[config.mk]
export PLATFORM = sky130hd
export DESIGN_NAME = fork2_reg
export DESIGN_NICKNAME = d
export VERILOG_FILES = /design/src/rtl/fork2_reg.sv
export SDC_FILE = /design/constraint.sdc
export NUM_CORES = 1
export LEC_CHECK = 0
export CAP_MARGIN = 10
export CORE_AREA = 3 3 40 42
export CTS_CLUSTER_DIAMETER = 30
export DETAILED_ROUTE_END_ITERATION = 6
export DIE_AREA = 0 0 43 45
export DONT_BUFFER_PORTS = 1
export PLACE_DENSITY = 0.3
export SYNTH_ARGS = -nofsm -noshare
export SYNTH_HDL_FRONTEND = slang
export SYNTH_SLANG_ARGS = --single-unit
[constraint.sdc]
create_clock -name CLK -period 1.2 [get_ports CLK]
set_clock_uncertainty 0.05 [all_clocks]
set_input_delay 0.24 -clock CLK [delete_from_list [all_inputs] [get_ports CLK]]
set_output_delay 0.24 -clock CLK [all_outputs]
set_load 0.05 [all_outputs]
[src/rtl/fork2_reg.sv]
// fork2_reg: registered one-entry eager fork delivering each word once to two branches
module fork2_reg #(
  parameter int DW = 1
) (
  input  logic          CLK,
  input  logic          RST_N,
  input  logic [DW-1:0] i_data,
  input  logic          i_valid,
  output logic          i_rdy,
  output logic [DW-1:0] o0_data,
  output logic          o0_valid,
  input  logic          o0_rdy,
  output logic [DW-1:0] o1_data,
  output logic          o1_valid,
  input  logic          o1_rdy
);
  logic [DW-1:0] d_q, d_d;
  logic full_q, full_d, tk0_q, tk0_d, tk1_q, tk1_d;
  logic fire_in, fire0, fire1, done;
  assign o0_valid = full_q & ~tk0_q;
  assign o1_valid = full_q & ~tk1_q;
  assign o0_data  = d_q;
  assign o1_data  = d_q;
  assign fire0    = o0_valid & o0_rdy;
  assign fire1    = o1_valid & o1_rdy;
  assign done     = full_q & (tk0_q | fire0) & (tk1_q | fire1);
  // RST_N gates ready so nothing is accepted while reset is held
  assign i_rdy    = RST_N & (~full_q | done);
  assign fire_in  = i_valid & i_rdy;
  // next state: refill wins over drain, otherwise record branch takes
  always_comb begin
    d_d    = fire_in ? i_data : d_q;
    full_d = fire_in | (full_q & ~done);
    tk0_d  = fire_in | done ? 1'b0 : tk0_q | fire0;
    tk1_d  = fire_in | done ? 1'b0 : tk1_q | fire1;
  end
  // state registers, cleared asynchronously so a pending word is discarded
  always_ff @(posedge CLK or negedge RST_N) begin
    if (!RST_N) begin
      d_q    <= '0;
      full_q <= 1'b0;
      tk0_q  <= 1'b0;
      tk1_q  <= 1'b0;
    end else begin
      d_q    <= d_d;
      full_q <= full_d;
      tk0_q  <= tk0_d;
      tk1_q  <= tk1_d;
    end
  end
endmodule
; ---- Word-level counts from Yosys, hierarchy flattened
; Cells that the tools add are included.
[totals]
register_bits = 4
wordCells = 24
out_inout_bits = 5
in_bits = 6
[classes]
bitwise = 18
muxes = 2
[op_table]
columns = cell, n
row1 = $and A1 B1 Y1, 9
row2 = $or A1 B1 Y1, 5
row3 = $not A1 Y1, 4
row4 = $mux W1, 2

; ---- Logic depth before layout (Yosys ltp)
[depth]
word_depth = 11
ltp_mapped = 3
ltp_nobuf = 3

; ---- Worst setup path after synthesis
; No wires, ideal clock.
[synth_timing]
kind = flip-flop to output port
from = register full_q
to = output o1_valid
slack_ns = -0.187
n_path_buf = 0
arrival_ns = 1.097
stages_incl_launch_ff = 3
required_ns = 0.910
path_cell_list = dfrtp_1 inv_2 nor2_1
[synth_between]
elab_chain_cells = 1
[synth_lines]
columns = item, line_no
row1 = from (decl), 18  ; logic full_q, full_d, tk0_q, tk0_d, tk1_q, tk1_d;
row2 = from (signal assigned), 46  ; full_q <= full_d;
row3 = $and A1 B1 Y1, 21  ; assign o1_valid = full_q & ~tk1_q;
row4 = to (decl), 14  ; output logic o1_valid,
; No other way between the ends.

; ---- Worst setup path after layout
[layout_timing]
from = register tk1_q
to = output i_rdy
[layout_between]
elab_chain_cells = 7
[layout_lines]
columns = item, line_no
row1 = from (decl), 18
row2 = from (signal assigned), 48  ; tk1_q <= tk1_d;
row3 = $not A1 Y1, 21
row4 = $and A1 B1 Y1, 21
row5 = $and A1 B1 Y1, 25  ; assign fire1 = o1_valid & o1_rdy;
row6 = $or A1 B1 Y1 (*), 26  ; assign done = full_q & (tk0_q | fire0) & (tk1_q | fire1);
row7 = $and A1 B1 Y1 (*), 26
row8 = $or A1 B1 Y1 (*), 28  ; assign i_rdy = RST_N & (~full_q | done);
row9 = $and A1 B1 Y1 (*), 28
row10 = to (decl), 9  ; output logic i_rdy,
; Every way passes the cells marked *; elsewhere a longest branch is shown, timed or not.

==> impl_metrics.tcl <==
set metrics [dict create \
    ant_nets 0 \
    netSwitchingFraction 0.4021 \
    crit_type "flip-flop to primary output" \
    cts.sinks 4 \
    finish.utilization 0.2824 \
    routabilityCongestion 0.6532 \
    port-buffer-count 0 \
    synth_area_leaders "dfrtp_1 51%, mux2_1 5.7%, mux2_2 5.7%" \
    grt_max_degree 5 \
    drtIter0Drc 0 \
    clock_latency_ns 0.23 \
    ys_seq_area_frac 0.5063 \
    die-area_mm2 0.001935 \
    cp-end-kind "primary output" \
    worstMarginPinSlew_ns 0.2373 \
    crit_chain "o22ai_2 -> nand2_1 -> and2_4" \
    ir_worst_vdd_mv 0.5562 \
    rsz0062_at_grt "true" \
    synth_compound_area_frac 0.1519 \
    ys_warn_count 0 \
    detailed_place.area_um2 299.0 \
    vias 187 \
    wl_per_cell_um 11.33 \
    hold_path_class "input port to flip-flop" \
    grt_pass1_wl_um 876 \
    via_per_inst 4.156 \
    drc_errors 0 \
    die_w_um 43 \
    max_slew_margin 0.8397 \
    grtUsageTotal 0.06433 \
    setup_viol 3 \
    clkPwrFrac 0.201 \
    synth-adder-area-share 0 \
    combPwrFrac 0.550 \
    p_total_mw 0.8013 \
    drv_slew 0 \
    drive_above_1_share 0.6000 \
    nets 38 \
    setup_slack_ns -0.1754 \
    crit_buf_inv 0 \
    rows 13 \
    dp.cells 40 \
    antenna_found_initial 0 \
    coreArea_mm2 0.001285 \
    fin_crit_sh 1.146 \
    crit_fanout 3 \
    synth_nets 26 \
    synth_simple_gate_area_share 0.1709 \
    hold_viol 0 \
    fin_setup_tns_ns -0.3494 \
    stdcell_count 45 \
    drv_cap 0 \
    initial_core_util 0.1538 \
    yosysTopAreaCellShare 0.5063 \
    powerDensity_mw_per_mm2 2208 \
    slowest_stage "dfrtp_1" \
    status "finished, violations left" \
    die_h_um 45 \
    path_delay_family "flip-flops" \
    synth_area_um2 197.7 \
    drt-total-wl_um 510 \
    post-dp-hpwl_um 373.3 \
    max_freq_ghz 0.7271 \
    min_period_ns 1.375 \
    synth_top_family_by_area "simple AND/OR/NAND/NOR gates" \
    p_sw_mw 0.3222 \
    clkTransAtPathRegs_ns 0.04 \
    cts_tree "yes" \
    violations "negative setup slack" \
    postLayoutCellArea_um2 362.8 \
    drt-pass1-iter-count 1 \
    place_worst_setup_slack_ns -0.01984 \
    worst_setup_path_start_kind "flip-flop" \
    grt-ovfl-total 0 \
    power_frac_seq 0.249 \
    synthMuxAreaShare 0.1139 \
    avgSynthCellArea_um2 9.885 \
    yosys.cell_types.count 13 \
    synth-xor-area-share 0 \
    cts_root_buf "clkbuf_4" \
    cts_buffer_depth 2 \
    hold_slack_ns 0.05356 \
    n_antenna_cell 0 \
    synth_seq_cells 4 \
    grt_pass1_vias 215 \
    internal-power_mw 0.4790 \
    synthCells 20 \
    synth_top_area_cell "dfrtp_1" \
    io_pins 11 \
    arrival_ns 1.09 \
    cts-buffers-inserted 3 \
    crit_path_max_incr_delay_ns 0.40 \
    required_ns 0.91 \
    htree_levels 1 \
    p_leak_nw 0.1650 \
    areaGrowthSynthToFinish_pct 83.54 \
]
cell families (layout without fill, tap and decap cells):
family,after synthesis,in the layout
mux,2,2
flops,4,4
buf+inv,2,12
simple gates,8,8
compound gates,4,4
final cells by class:
cell class                      count  area, um^2
Tap cell                           15       18.77
Fill cell                         143       922.1
Sequential cell                     4       101.3
Clock buffer                        3       22.52
Timing Repair Buffer                8       100.1
Multi-Input combinational cell     14       113.9
Inverter                            1       6.256
power by group through the flow:
stage	sequential, mW	combinational, mW	clock, mW
finish	0.199	0.441	0.161
global route	0.204	0.461	0.181
CTS	0.195	0.441	0.172
detailed placement	0.196	0.395	0
global placement	0.195	0.396	0
floorplan	0.228	0.206	0
cells in the mapped netlist (all sizes together):
library cell,instances
dfrtp,4
nand2,3
nor2,3
mux2,2
a21oi,1
a32o,1
and2,1
buf,1
inv,1
nand3,1
o22ai,1
o41ai,1
registers in the layout (all words and copies together) (netlist names):
name / cells
full_q: 1
o0_data: 1
tk0_q: 1
tk1_q: 1
metal layers:
metal / vias up / wire [um] / GRT usage
li1: 91 / - / -
met1: 88 / 206 / 0.06813
met3: 0 / 68 / 0.02390
met2: 8 / 235 / 0.09281
met4: 0 / 0 / 0.07229
met5: - / 0 / 0
path summary, 6_finish.rpt:
path / slack, ns / cells past startpoint / from / end
worst max-delay path: -0.18 / 3 / tk1_q / i_rdy
worst min-delay path: 0.05 / 1 / o0_rdy / tk1_q
worst max register to register: 0 / 3 / full_q / tk0_q
worst min register to register: 0.52 / 1 / o0_data / o0_data
max in group asynchronous: 0.67 / 1 / RST_N / full_q
min in group asynchronous: 0.24 / 1 / RST_N / tk0_q
cell usage in the layout, fill, tap and decap left out:
cell type	n
buf_4	4
dfrtp_1	3
o41ai_1	1
a21oi_1	1
a32o_1	1
inv_4	1
clkbuf_4	3
nor2_1	1
buf_12	3
dlygate4sd3_1	1
nor2_4	2
nand3_1	1
and2_4	1
nand2_1	3
o22ai_2	1
mux2_4	1
mux2_2	1
dfrtp_2	1
timing repair:
action / 4_1_cts / 5_1_grt
hold buffers: 1 / 0
endpoints found under the setup margin: 5 / 5
endpoints found under the hold margin: 4 / 0
buffers inserted: 1 / 0
resized for setup: 4 / 2
pin swaps: 4 / 1
Note: power is estimated with default switching activity, not from simulation.
